===== src/rtl/id_pipe.sv =====
// Registered instruction-decode stage: decodes a MIPS32 logic/shift subset, forwards
// operands from EX/MEM, stalls on load-use hazards and presents results over valid/ready.
module id_pipe #(
    parameter int DATA_W = 32,
    parameter int PC_W   = 32,
    parameter bit FWD_EN = 1'b1
) (
    input  logic              clk,
    input  logic              rst,
    input  logic              in_valid,
    output logic              in_ready,
    input  logic [PC_W-1:0]   pc_i,
    input  logic [31:0]       inst_i,
    output logic              reg1_read_o,
    output logic              reg2_read_o,
    output logic [4:0]        reg1_addr_o,
    output logic [4:0]        reg2_addr_o,
    input  logic [DATA_W-1:0] reg1_data_i,
    input  logic [DATA_W-1:0] reg2_data_i,
    input  logic              ex_wreg_i,
    input  logic [4:0]        ex_wd_i,
    input  logic [DATA_W-1:0] ex_wdata_i,
    input  logic              ex_is_load_i,
    input  logic              mem_wreg_i,
    input  logic [4:0]        mem_wd_i,
    input  logic [DATA_W-1:0] mem_wdata_i,
    input  logic              flush_i,
    output logic              out_valid,
    input  logic              out_ready,
    output logic [7:0]        aluop_o,
    output logic [2:0]        alusel_o,
    output logic [DATA_W-1:0] reg1_o,
    output logic [DATA_W-1:0] reg2_o,
    output logic [4:0]        wd_o,
    output logic              wreg_o,
    output logic [PC_W-1:0]   pc_o,
    output logic              invalid_o
);

    localparam logic [5:0] OP_SPECIAL = 6'b000000;
    localparam logic [5:0] OP_ANDI    = 6'b001100;
    localparam logic [5:0] OP_ORI     = 6'b001101;
    localparam logic [5:0] OP_XORI    = 6'b001110;
    localparam logic [5:0] OP_LUI     = 6'b001111;

    localparam logic [5:0] FN_SLL = 6'b000000;
    localparam logic [5:0] FN_SRL = 6'b000010;
    localparam logic [5:0] FN_AND = 6'b100100;
    localparam logic [5:0] FN_OR  = 6'b100101;
    localparam logic [5:0] FN_XOR = 6'b100110;
    localparam logic [5:0] FN_NOR = 6'b100111;

    localparam logic [7:0] ALU_NOP = 8'h00;
    localparam logic [7:0] ALU_AND = 8'h24;
    localparam logic [7:0] ALU_OR  = 8'h25;
    localparam logic [7:0] ALU_XOR = 8'h26;
    localparam logic [7:0] ALU_NOR = 8'h27;
    localparam logic [7:0] ALU_SLL = 8'h7C;
    localparam logic [7:0] ALU_SRL = 8'h02;

    localparam logic [2:0] SEL_NOP   = 3'b000;
    localparam logic [2:0] SEL_LOGIC = 3'b001;
    localparam logic [2:0] SEL_SHIFT = 3'b010;

    logic [5:0]  opcode;
    logic [5:0]  funct;
    logic [4:0]  rs;
    logic [4:0]  rt;
    logic [4:0]  rd;
    logic [4:0]  shamt;
    logic [15:0] imm;

    assign opcode = inst_i[31:26];
    assign rs     = inst_i[25:21];
    assign rt     = inst_i[20:16];
    assign rd     = inst_i[15:11];
    assign shamt  = inst_i[10:6];
    assign funct  = inst_i[5:0];
    assign imm    = inst_i[15:0];

    logic [7:0]        dec_aluop;
    logic [2:0]        dec_alusel;
    logic              dec_read1;
    logic              dec_read2;
    logic [4:0]        dec_wd;
    logic              dec_wen;
    logic              dec_wreg;
    logic              dec_invalid;
    logic [DATA_W-1:0] dec_imm1;
    logic [DATA_W-1:0] dec_imm2;

    always_comb begin
        dec_aluop   = ALU_NOP;
        dec_alusel  = SEL_NOP;
        dec_read1   = 1'b0;
        dec_read2   = 1'b0;
        dec_wd      = 5'd0;
        dec_wen     = 1'b0;
        dec_invalid = 1'b1;
        dec_imm1    = '0;
        dec_imm2    = '0;
        case (opcode)
            OP_ORI, OP_ANDI, OP_XORI, OP_LUI: begin
                dec_read1   = 1'b1;
                dec_wd      = rt;
                dec_wen     = 1'b1;
                dec_alusel  = SEL_LOGIC;
                dec_invalid = 1'b0;
                dec_imm2    = DATA_W'(imm);
                case (opcode)
                    OP_ANDI: dec_aluop = ALU_AND;
                    OP_XORI: dec_aluop = ALU_XOR;
                    OP_LUI: begin
                        dec_aluop = ALU_OR;
                        dec_imm2  = DATA_W'({imm, 16'h0000});
                    end
                    default: dec_aluop = ALU_OR;
                endcase
            end
            OP_SPECIAL: begin
                if ((shamt == 5'd0) &&
                    ((funct == FN_AND) || (funct == FN_OR) ||
                     (funct == FN_XOR) || (funct == FN_NOR))) begin
                    dec_read1   = 1'b1;
                    dec_read2   = 1'b1;
                    dec_wd      = rd;
                    dec_wen     = 1'b1;
                    dec_alusel  = SEL_LOGIC;
                    dec_invalid = 1'b0;
                    case (funct)
                        FN_AND:  dec_aluop = ALU_AND;
                        FN_OR:   dec_aluop = ALU_OR;
                        FN_XOR:  dec_aluop = ALU_XOR;
                        default: dec_aluop = ALU_NOR;
                    endcase
                end else if ((rs == 5'd0) && ((funct == FN_SLL) || (funct == FN_SRL))) begin
                    // Shifts take the shift amount as operand 1 and the shifted value from rt.
                    dec_read2   = 1'b1;
                    dec_imm1    = DATA_W'(shamt);
                    dec_wd      = rd;
                    dec_wen     = 1'b1;
                    dec_alusel  = SEL_SHIFT;
                    dec_invalid = 1'b0;
                    dec_aluop   = (funct == FN_SLL) ? ALU_SLL : ALU_SRL;
                end
            end
            default: ;
        endcase
    end

    assign dec_wreg    = dec_wen && (dec_wd != 5'd0);
    assign reg1_read_o = dec_read1;
    assign reg2_read_o = dec_read2;
    assign reg1_addr_o = rs;
    assign reg2_addr_o = rt;

    function automatic logic [DATA_W-1:0] resolve_operand(
        input logic [4:0]        addr,
        input logic [DATA_W-1:0] rf_data,
        input logic              ex_wreg,
        input logic [4:0]        ex_wd,
        input logic [DATA_W-1:0] ex_wdata,
        input logic              ex_load,
        input logic              mem_wreg,
        input logic [4:0]        mem_wd,
        input logic [DATA_W-1:0] mem_wdata
    );
        logic [DATA_W-1:0] result;
        result = rf_data;
        if (addr == 5'd0)
            result = '0;
        else if (FWD_EN && ex_wreg && (ex_wd == addr) && !ex_load)
            result = ex_wdata;
        else if (FWD_EN && mem_wreg && (mem_wd == addr))
            result = mem_wdata;
        return result;
    endfunction

    // Without forwarding any pending EX/MEM write to a source register must stall.
    function automatic logic source_hazard(
        input logic       rd_en,
        input logic [4:0] addr,
        input logic       ex_wreg,
        input logic [4:0] ex_wd,
        input logic       ex_load,
        input logic       mem_wreg,
        input logic [4:0] mem_wd
    );
        logic ex_hit;
        logic mem_hit;
        ex_hit  = ex_wreg && (ex_wd == addr);
        mem_hit = mem_wreg && (mem_wd == addr);
        if (!rd_en || (addr == 5'd0))
            return 1'b0;
        return (ex_hit && ex_load) || (!FWD_EN && (ex_hit || mem_hit));
    endfunction

    logic [DATA_W-1:0] op1_data;
    logic [DATA_W-1:0] op2_data;
    logic              hazard;
    logic              accept;

    always_comb begin
        op1_data = dec_imm1;
        op2_data = dec_imm2;
        if (dec_read1)
            op1_data = resolve_operand(rs, reg1_data_i, ex_wreg_i, ex_wd_i, ex_wdata_i,
                                       ex_is_load_i, mem_wreg_i, mem_wd_i, mem_wdata_i);
        if (dec_read2)
            op2_data = resolve_operand(rt, reg2_data_i, ex_wreg_i, ex_wd_i, ex_wdata_i,
                                       ex_is_load_i, mem_wreg_i, mem_wd_i, mem_wdata_i);
    end

    assign hazard = source_hazard(dec_read1, rs, ex_wreg_i, ex_wd_i, ex_is_load_i,
                                  mem_wreg_i, mem_wd_i) ||
                    source_hazard(dec_read2, rt, ex_wreg_i, ex_wd_i, ex_is_load_i,
                                  mem_wreg_i, mem_wd_i);

    logic              out_valid_q, out_valid_d;
    logic [7:0]        aluop_q, aluop_d;
    logic [2:0]        alusel_q, alusel_d;
    logic [DATA_W-1:0] reg1_q, reg1_d;
    logic [DATA_W-1:0] reg2_q, reg2_d;
    logic [4:0]        wd_q, wd_d;
    logic              wreg_q, wreg_d;
    logic [PC_W-1:0]   pc_q, pc_d;
    logic              invalid_q, invalid_d;

    assign in_ready = !flush_i && !hazard && (!out_valid_q || out_ready);
    assign accept   = in_valid && in_ready;

    // Fields only load on accept, so they stay frozen while a result waits for EX.
    always_comb begin
        out_valid_d = out_valid_q;
        aluop_d     = aluop_q;
        alusel_d    = alusel_q;
        reg1_d      = reg1_q;
        reg2_d      = reg2_q;
        wd_d        = wd_q;
        wreg_d      = wreg_q;
        pc_d        = pc_q;
        invalid_d   = invalid_q;
        if (flush_i) begin
            out_valid_d = 1'b0;
        end else if (accept) begin
            out_valid_d = 1'b1;
            aluop_d     = dec_aluop;
            alusel_d    = dec_alusel;
            reg1_d      = op1_data;
            reg2_d      = op2_data;
            wd_d        = dec_wd;
            wreg_d      = dec_wreg;
            pc_d        = pc_i;
            invalid_d   = dec_invalid;
        end else if (out_ready) begin
            out_valid_d = 1'b0;
        end
    end

    always_ff @(posedge clk or negedge rst) begin
        if (!rst) begin
            out_valid_q <= 1'b0;
            aluop_q     <= '0;
            alusel_q    <= '0;
            reg1_q      <= '0;
            reg2_q      <= '0;
            wd_q        <= '0;
            wreg_q      <= 1'b0;
            pc_q        <= '0;
            invalid_q   <= 1'b0;
        end else begin
            out_valid_q <= out_valid_d;
            aluop_q     <= aluop_d;
            alusel_q    <= alusel_d;
            reg1_q      <= reg1_d;
            reg2_q      <= reg2_d;
            wd_q        <= wd_d;
            wreg_q      <= wreg_d;
            pc_q        <= pc_d;
            invalid_q   <= invalid_d;
        end
    end

    assign out_valid = out_valid_q;
    assign aluop_o   = aluop_q;
    assign alusel_o  = alusel_q;
    assign reg1_o    = reg1_q;
    assign reg2_o    = reg2_q;
    assign wd_o      = wd_q;
    assign wreg_o    = wreg_q;
    assign pc_o      = pc_q;
    assign invalid_o = invalid_q;

endmodule


===== config.mk =====
export PLATFORM = sky130hd
export DESIGN_NAME = id_pipe
export DESIGN_NICKNAME = d
export VERILOG_FILES = /design/src/rtl/id_pipe.sv
export SDC_FILE = /design/constraint.sdc
export NUM_CORES = 1
export LEC_CHECK = 0
export ABC_CLOCK_PERIOD_IN_PS = 1900
export BUFFER_PORTS_ARGS = -buffer_cell sky130_fd_sc_hd__buf_2
export CORE_AREA = 2 2 132 134
export DETAILED_ROUTE_END_ITERATION = 8
export DIE_AREA = 0 0 134 136
export PLACE_DENSITY_LB_ADDON = 0.15
export SLEW_MARGIN = 20
export SYNTH_ARGS = -nofsm -noshare
export SYNTH_HDL_FRONTEND = slang
export SYNTH_SLANG_ARGS = --single-unit

===== constraint.sdc =====
create_clock -name clk -period 1.9 [get_ports clk]
set_clock_uncertainty 0.15 [all_clocks]
set_input_delay 0.19 -clock clk [delete_from_list [all_inputs] [get_ports clk]]
set_output_delay 0.19 -clock clk [all_outputs]
set_load 0.02 [all_outputs]

==> reports/metrics.csv, run 1 <==
stage,metric,value,unit
run,max_cap_viol_count,0,
global_routing,track_usage,0.302,
power_and_ir_drop,clock_power_share,0.324,
synthesis,yosysUniqueCellTypes,43,
layout,nNetsFinal,1247,
global_routing,grt_pass1_vias,6721,
sta,fin_crit,2.01,ns
sta,finalMaxSlewViolations,0,
floorplan,die_width,134,µm
clock_network,clk_pin_slew,0.07,ns
sta,finalSetupViolCount,105,
clock_network,clk_latency,0.36,ns
power_and_ir_drop,combPwrFrac,0.273,
setup_path,worstSetupStartpoint,out_valid,
setup_path,required,2.00,ns
place,io_buffers,335,
detailed_routing,via_count,7001,
floorplan,die_h,136,µm
setup_path,r2r_end,reg1_o[13],
detailed_routing,wl,28500,µm
sta,timing.final.ws_setup,-0.108,ns
global_routing,grt_remaining_overflow,0,
sta,worst_slew_pin_slew,0.740,ns
layout,syn_to_final_growth,53.5,%
detailed_routing,antenna_left,0,
floorplan,die_area,18200,µm²
setup_path,critical_path.endpoint,reg1_o[13],
sta,max_freq,0.498,GHz
setup_path,critPathMaxFanout,22,
hold_path,hp-start,out_ready,
global_routing,grt_start_max_net_pins,43,
power_and_ir_drop,swShare,0.295,
setup_path,crit_type,reg -> reg,
clock_network,cts_max_path_buffers,2,
outcome,violations,negative setup slack,
detailed_routing,route.detailed.vias_per_inst,5.53,
floorplan,pin_count,338,
clock_network,cts_buffers,9,
setup_path,ff2ff_path_depth,5,
power_and_ir_drop,p_seq_frac,0.403,
hold_path,holdPathStages,3,
synthesis,yosysWarningCount,0,
sta,whs,0.0304,ns
setup_path,reg2reg_slack,-0.11,ns
setup_path,endpoint_kind,flip-flop,
power_and_ir_drop,p_sw,1.90,mW
clock_network,clockRootBuffer,clkbuf_16,
power_and_ir_drop,intPower,4.55,mW
power_and_ir_drop,ir_drop,0.000379,V
place,gp_congestion,0.852,
floorplan,rows,48,
clock_network,cts_tree,built,
setup_path,cp-start-kind,flip-flop,
global_routing,grt_first_pass_wirelength,41100,µm
sta,hold_viol,0,
power_and_ir_drop,finalPower,6.45,mW
place,hpwl,19800,µm
hold_path,hold_path_class,in -> reg,
detailed_routing,drt_iter0_markers,397,
synthesis,ys_ff_latch,110,
synthesis,avgSynthCellArea,11.1,µm²
power_and_ir_drop,power.leakage,5.38,nW
sta,period_share,1.06,
synthesis,synthArstFlopShare,1.00,
synthesis,syn_area,7020,µm²
outcome,status,"complete, but fails checks",
synthesis,netlist_instances,632,
detailed_routing,wl_per_cell,22.5,µm
floorplan,core_area,16900,µm²
clock_network,htreeDepth,3,
layout,drive_above_1_share,0.574,
clock_network,cts.sinks,110,
sta,slew-limit-headroom,0.507,
power_and_ir_drop,power_density,599,nW/µm²
setup_path,reg2reg_from,out_valid,
setup_path,crit_arrival,2.11,ns
synthesis,ys.flop_type,dfrtp_1,
detailed_routing,first_pass_iters,5,
synthesis,yosysSeqAreaShare,0.392,
floorplan,start_util,0.416,
synthesis,synth_edf_count,0,
detailed_routing,drc,0,
sta,grt_setup_unrepaired,true,
global_routing,grt_antenna_before_repair,2,
-- cell usage after synthesis (all sizes together), types with 2 or more instances --
| library cell | n | area (µm²) |
|---|---|---|
| xnor2 | 12 | 105 |
| a221oi | 5 | 43.8 |
| clkbuf | 35 | 131 |
| nand2b | 34 | 213 |
| a21oi | 56 | 284 |
| and3 | 4 | 25.0 |
| nand3 | 6 | 30.0 |
| nor4 | 4 | 40.0 |
| nand2 | 37 | 139 |
| a32o | 33 | 330 |
| dfrtp | 110 | 2750 |
| xor2 | 4 | 35.0 |
| mux2 | 108 | 1590 |
| or3 | 2 | 12.5 |
| o21ai | 39 | 195 |
| inv | 7 | 26.3 |
| nor2 | 8 | 30.0 |
| buf | 33 | 272 |
| a221o | 32 | 320 |
| nor3 | 4 | 20.0 |
| and2 | 33 | 206 |
| a22o | 5 | 43.8 |
| or4 | 2 | 15.0 |
| nor2b | 5 | 31.3 |
-- power groups by stage --
stage	Clock, mW	Sequential, mW	Combinational [mW]
after global placement	0	2.63	1.57
final	2.09	2.60	1.76
after global routing	2.22	2.62	1.87
after detailed placement	0	2.63	1.58
after CTS	2.13	2.59	1.68
after floorplan	0	2.84	0.675
-- repair_timing --
item / CTS / global route
setup endpoints to repair: 109 / 112
setup buffers: 4 / 6
hold buffers: 34 / 0
resized for setup: 36 / 55
hold endpoints to repair: 143 / 0
pin swaps: 12 / 6
cloned: 4 / 3
-- area by class of cell --
cell class | count | area [µm²]
timing repair buffer | 460 | 3140
antenna | 1 | 2.50
inverter | 7 | 26.3
sequential | 110 | 2750
tap | 225 | 282
fill | 1387 | 6110
multi-input combinational | 449 | 4240
clock inverter | 6 | 96.3
clock buffer | 9 | 225
-- worst min-delay path by stage --
stage,to,slack [ns]
final,out_valid,0.03
after CTS,out_valid,0.02
after detailed placement,pc_o[1],-0.03
after global routing,out_valid,0.04
after floorplan,aluop_o[0],-0.26
after global placement,pc_o[1],-0.03
-- critical path, stage by stage, from the launching register on --
cell,delay (ns)
dfrtp_1,0.38
nor2b_4,0.14
a311oi_4,0.26
and3_4,0.38
buf_12,0.24
mux2_4,0.32
-- cell families (layout without fill, tap and decap cells) --
| group | after synthesis | count (layout) | share of synthesized area |
|---|---|---|---|
| DFF | 110 | 110 | 0.392 |
| buffers and inverters | 75 | 482 | 0.0612 |
| muxes | 109 | 109 | 0.228 |
| other | 1 | 3 | 0.000534 |
| xor gates and xnor gates | 16 | 16 | 0.0200 |
| and+or+nand+nor | 144 | 145 | 0.115 |
| AOI/OAI and AO/OA | 177 | 177 | 0.182 |
-- layout by cell type, fill, tap and decap left out, types with 17 or more instances in the layout --
cell type / n
nand2b_1: 24
a21oi_1: 55
and2_1: 33
dlygate4sd3_1: 34
dfrtp_1: 110
buf_4: 68
o21ai_0: 39
buf_2: 317
nand2_1: 35
buf_12: 17
mux2_4: 108
a32o_1: 33
a221o_1: 32
-- per-layer routing --
| layer | part of all wire | vias up | wire [µm] | GRT usage |
|---|---|---|---|---|
| met5 | 0.00046 | - | 13 | 0 |
| met4 | 0.023 | 2 | 655 | 0.104 |
| met3 | 0.075 | 51 | 2150 | 0.0652 |
| met2 | 0.49 | 367 | 13900 | 0.496 |
| met1 | 0.42 | 3435 | 11800 | 0.396 |
| li1 | - | 3146 | - | - |
-- through the flow --
step	utilization	TNS [ns]	instance area (µm²)	std cells	worst slack, ns
after floorplan	-	-17.19	7240	633	-0.204
after global placement	0.560	-48.98	9460	1201	-0.503
after detailed placement	0.560	-49.69	9460	1201	-0.517
after CTS	0.618	-8.41	10400	1258	-0.141
after global routing	0.638	-14.09	10800	1267	-0.188
final	0.638	-7.84	10800	1267	-0.108
-- flip-flops by register name (all words and copies together) (netlist names) --
| register | flops |
|---|---|
| aluop_o | 4 |
| alusel_o | 2 |
| invalid_o | 1 |
| out_valid | 1 |
| pc_o | 32 |
| reg1_o | 32 |
| reg2_o | 32 |
| wd_o | 5 |
| wreg_o | 1 |
(Power assumes the default switching activity.)
==> run 2, diff against run 1 <==
Settings changed: RECOVER_POWER set to 25.
==> run 2 against run 1 <==
  * The flow still finishes with violations (negative setup slack)
  * Global-route usage is the same
  * Sequential power about the same
  * Die area stayed put
  * Hold slack hardly changed
  * Clock-buffer cell count is the same
  * First-iteration DRC count rose by 9.6%
  * Clock power about the same
  * Register-to-register slack hardly changed
  * Final area decreased by 0.24%
  * Wire length decreased by 0.12%
  * Critical path type unchanged
  * Critical endpoint unchanged
  * Largest power group unchanged
==> reports/metrics.csv, run 2 (synthesis gave the netlist of run 1 again) <==
stage,metric,value,unit
setup_path,path_cells,"nor2b_4, a311oi_4, and3_4, buf_12, mux2_4",
clock_network,htreeDepth,3,
sta,period_share,1.06,
sta,hold_viol,0,
outcome,violations,negative setup slack,
global_routing,grt_use_met3,0.0652,
detailed_routing,route.detailed.vias_per_inst,5.49,
detailed_routing,wl,28500,µm
clock_network,clockRootBuffer,clkbuf_16,
global_routing,grt_start_max_net_pins,43,
floorplan,die_width,134,µm
sta,finalMaxSlewViolations,0,
outcome,status,"complete, but fails checks",
sta,max_freq,0.497,GHz
layout,layoutNonFillerInstCount,1267,
global_routing,busiest_layer,met2,
clock_network,cts_max_path_buffers,2,
place,placed_cells,1201,
floorplan,die_area,18200,µm²
global_routing,grtUsageMet2,0.496,
global_routing,grt_remaining_overflow,0,
setup_path,critPathMaxFanout,22,
detailed_routing,first_pass_iters,5,
floorplan,start_util,0.416,
clock_network,cts.sinks,110,
floorplan,pin_count,338,
setup_path,crit_path_max_incr_delay,0.39,ns
setup_path,cp-start-kind,flip-flop,
sta,slew-limit-headroom,0.493,
sta,worst_slew_pin_slew,0.760,ns
floorplan,rows,48,
power_and_ir_drop,power.leakage,5.35,nW
clock_network,cts_tree,built,
clock_network,clk_latency,0.35,ns
layout,final_cell_mix,"buf_2, dfrtp_1, mux2_4",
place,gp_congestion,0.852,
global_routing,grt_pass1_vias,6721,
global_routing,grt_first_pass_wirelength,41100,µm
power_and_ir_drop,finalPower,6.44,mW
setup_path,required,2.00,ns
layout,syn_to_final_growth,53.1,%
sta,grt_setup_unrepaired,true,
layout,drive_above_1_share,0.566,
sta,fin_crit,2.01,ns
power_and_ir_drop,ir_drop,0.000379,V
layout,postLayoutCellArea,10700,µm²
detailed_routing,via_count,6956,
global_routing,grt_antenna_before_repair,2,
floorplan,core_area,16900,µm²
setup_path,crit_arrival,2.11,ns
layout,nNetsFinal,1247,
power_and_ir_drop,power_density,600,nW/µm²
global_routing,track_usage,0.302,
detailed_routing,antenna_left,0,
sta,timing.final.ws_setup,-0.112,ns
detailed_routing,wl_per_cell,22.5,µm
clock_network,clk_pin_slew,0.07,ns
place,dpl_cell_area,9460,µm²
place,io_buffers,335,
layout,final_common_cell,buf_2,
detailed_routing,drc,0,
setup_path,slowest_stage,and3_4,
layout,fin_util,0.637,
layout,fill_cells,1398,
place,hpwl,19800,µm
detailed_routing,drt_iter0_markers,435,
hold_path,hold_path_class,in -> reg,
run,max_cap_viol_count,0,
setup_path,endpoint_kind,flip-flop,
global_routing,use_met1,0.396,
clock_network,cts_buffers,9,
sta,finalSetupViolCount,105,
setup_path,crit_type,reg -> reg,
floorplan,die_h,136,µm
[run 2: cell types whose count changed in the layout (fill, tap and decap cells not counted), sizes merged]
| cell | before | now |
|---|---|---|
| buf | 422 | 411 |
| clkbuf | 13 | 24 |
[run 2: metrics by stage]
stage | TNS [ns] | setup WS (ns) | hold WS [ns]
after floorplan | -17.19 | -0.204 | -0.256
after global placement | -48.98 | -0.503 | -0.0340
after detailed placement | -49.69 | -0.517 | -0.0303
after CTS | -8.41 | -0.141 | 0.0175
after global routing | -14.09 | -0.188 | 0.0378
final | -8.01 | -0.112 | 0.0307
[run 2: final timing paths]
check	startpoint	end	slack [ns]	cells past startpoint
worst max-delay path	out_valid	reg1_o[13]	-0.11	5
worst min-delay path	out_ready	out_valid	0.03	3
worst max register to register	out_valid	reg1_o[13]	-0.11	5
worst min register to register	pc_o[1]	pc_o[1]	0.36	1
max in group asynchronous	rst	reg2_o[13]	0.41	3
min in group asynchronous	rst	pc_o[16]	0.22	2
[run 2: worst max-delay path, delay by kind of cell (launching register included)]
family / cells / cell delay [ns]
DFF: 1 / 0.38
and+or+nand+nor: 2 / 0.53
muxes: 1 / 0.32
buffers and inverters: 1 / 0.24
AOI/OAI and AO/OA: 1 / 0.27
[run 2: repair_timing]
| action | CTS | global route |
|---|---|---|
| cloned | 4 | 3 |
| hold buffers | 34 | 0 |
| gates resized for setup | 36 | 55 |
| setup endpoints to repair | 109 | 112 |
| setup buffers | 4 | 6 |
| pin swaps | 12 | 6 |
| endpoints found under the hold margin | 143 | 0 |
[run 2: area by class of cell]
| cell class | count | area [µm²] | share of cell area |
|---|---|---|---|
| sequential | 110 | 2750 | 0.256 |
| clock buffer | 9 | 225 | 0.0210 |
| tap | 225 | 282 | 0.0262 |
| timing repair buffer | 460 | 3120 | 0.290 |
| multi-input combinational | 449 | 4240 | 0.395 |
| inverter | 7 | 26.3 | 0.00245 |
| antenna | 1 | 2.50 | 0.000233 |
| clock inverter | 6 | 96.3 | 0.00897 |
[run 2: where the power goes]
part	total (mW)	internal, mW	switching (mW)
logic	1.75	0.879	0.875
clock network	2.09	1.16	0.928
registers	2.60	2.50	0.0948
total	6.44	4.54	1.90
[run 2: metal layers]
metal,share of wire,wire length (µm)
met3,0.078,2220
met1,0.42,11800
met5,0.00042,12
met2,0.49,13800
met4,0.021,593
==> run 3, diff against run 2 <==
Settings changed: CORE_AREA 2 2 132 134 to not set, CORE_MARGIN set to 10, CORE_UTILIZATION set to 45, DIE_AREA 0 0 134 136 to not set.
==> run 3 against run 2 <==
  * The run still ends with negative setup slack left
  * Largest power group unchanged
  * Fmax shrank 0.68%
  * Sequential power hardly changed
  * Core utilization grew 5.1 points
==> reports/metrics.csv, run 3 (synthesis gave the netlist of run 1 again) <==
stage,metric,value,unit
setup_path,path_cells,"buf_8, or4_4, nor2_4, a211oi_2, nand3_1, and3_4, buf_12, buf_12, mux2_4",
run,max_cap_viol_count,0,
clock_network,cts_buffers,9,
global_routing,grt_remaining_overflow,0,
power_and_ir_drop,intPower,4.44,mW
detailed_routing,via_count,7043,
setup_path,crit_buf_inv,3,
sta,grt_setup_unrepaired,true,
setup_path,required,1.99,ns
power_and_ir_drop,power_density,611,nW/µm²
global_routing,grt_first_pass_wirelength,45100,µm
outcome,violations,negative setup slack,
sta,timing.final.ws_setup,-0.126,ns
setup_path,crit_path_max_incr_delay,0.54,ns
power_and_ir_drop,swShare,0.307,
place,placed_cells,1182,
sta,hold_viol,0,
setup_path,reg2reg_slack,-0.11,ns
sta,fin_crit,2.03,ns
power_and_ir_drop,finalPower,6.41,mW
sta,finalSetupViolCount,102,
sta,finalMaxSlewViolations,0,
layout,drive_above_1_share,0.546,
setup_path,critical_path.endpoint,reg1_o[25],
place,io_buffers,335,
setup_path,endpoint_kind,flip-flop,
clock_network,clockRootBuffer,clkbuf_16,
global_routing,grt_antenna_before_repair,5,
place,gp_congestion,0.911,
floorplan,die_area,21000,µm²
setup_path,reg2reg_from,out_valid,
sta,period_share,1.07,
clock_network,clk_pin_slew,0.08,ns
sta,max_freq,0.494,GHz
global_routing,grt_pass1_vias,7487,
setup_path,r2r_end,reg1_o[25],
outcome,status,"complete, but fails checks",
setup_path,critical_path.top_delay_family,simple AND/OR/NAND/NOR gates,
layout,final_cell_mix,"buf_2, dfrtp_1, mux2_4",
power_and_ir_drop,clock_power_share,0.318,
clock_network,htreeDepth,3,
clock_network,cts.sinks,110,
hold_path,hold_path_class,in -> reg,
place,hpwl,22400,µm
detailed_routing,wl,31000,µm
detailed_routing,drc,0,
layout,nNetsFinal,1243,
global_routing,grt_start_max_net_pins,38,
setup_path,ff2ff_path_depth,6,
setup_path,worstSetupStartpoint,inst_i[16],
floorplan,start_util,0.460,
layout,layoutNonFillerInstCount,1257,
clock_network,cts_max_path_buffers,2,
floorplan,rows,45,
sta,worst_slew_pin_slew,1.30,ns
floorplan,pin_count,338,
layout,fin_util,0.688,
setup_path,path_common_cell,buf_12,
sta,whs,0.0215,ns
clock_network,clk_latency,0.35,ns
detailed_routing,antenna_left,0,
setup_path,path_depth,9,
setup_path,slowest_stage,or4_4,
sta,slew-limit-headroom,0.134,
detailed_routing,drt_iter0_markers,520,
power_and_ir_drop,p_sw,1.97,mW
floorplan,die_h,145,µm
power_and_ir_drop,power.leakage,5.25,nW
detailed_routing,wl_per_cell,24.6,µm
global_routing,track_usage,0.286,
layout,final_common_cell,buf_2,
floorplan,die_width,145,µm
setup_path,cp-start-kind,primary input,
power_and_ir_drop,combPwrFrac,0.277,
power_and_ir_drop,ir_drop,0.000598,V
setup_path,critPathMaxFanout,13,
floorplan,core_area,15300,µm²
clock_network,cts_tree,built,
power_and_ir_drop,p_seq_frac,0.406,
layout,syn_to_final_growth,49.6,%
detailed_routing,route.detailed.vias_per_inst,5.60,
setup_path,crit_type,in -> reg,
detailed_routing,first_pass_iters,6,
setup_path,crit_arrival,2.12,ns
[run 3: through the flow]
stage                     cell area (µm²)  worst slack, ns  TNS [ns]
after floorplan                      7240           -0.204    -17.19
after global routing                10500           -0.169    -15.85
after CTS                           10400          -0.0985     -5.29
final                               10500           -0.126     -8.87
after detailed placement             9350           -0.536    -55.68
after global placement               9350           -0.551    -57.76
[run 3: power by group through the flow]
stage	Sequential, mW	Clock, mW	Combinational (mW)
final	2.60	2.04	1.77
after global routing	2.62	2.15	1.88
after CTS	2.59	2.07	1.74
after detailed placement	2.64	0	1.59
after global placement	2.63	0	1.57
after floorplan	2.84	0	0.675
[run 3: worst min-delay path by stage]
stage	startpoint	to	slack, ns	cells after the start
5_1_grt	out_ready	out_valid	0.02	3
3_5_place_dp	rst	reg1_o[2]	-0.04	1
3_3_place_gp	rst	reg1_o[6]	-0.04	1
6_report	out_ready	out_valid	0.02	3
2_1_floorplan	rst	aluop_o[0]	-0.26	0
4_1_cts	out_ready	out_valid	0.01	3
[run 3: tightest hold or removal path: stages]
cell and delay [ns]:
buf_2 0.08, nor2b_1 0.05, a21o_1 0.17
[run 3: timing repair]
action / CTS / global route
pin swaps: 5 / 5
hold buffers: 34 / 0
gates cloned: 7 / 2
gates resized for setup: 38 / 13
hold endpoints to repair: 143 / 0
setup endpoints to repair: 109 / 110
buffers inserted: 8 / 1
[run 3: layer usage]
layer	GRT usage	wire, µm	up-vias
li1	-	-	3145
met5	0	28	-
met2	0.468	14800	399
met1	0.341	12200	3423
met3	0.0844	3020	72
met4	0.126	937	4
[run 3: final cells by class]
| cell class | count | area [µm²] |
|---|---|---|
| fillers | 1210 | 4760 |
| repair buffers | 456 | 3050 |
| clock inverters | 7 | 85.1 |
| well taps | 211 | 264 |
| inverters | 7 | 26.3 |
| multi-input cells | 449 | 4070 |
| clock buffers | 9 | 225 |
| flip-flops and latches | 110 | 2750 |
| diodes | 8 | 20.0 |
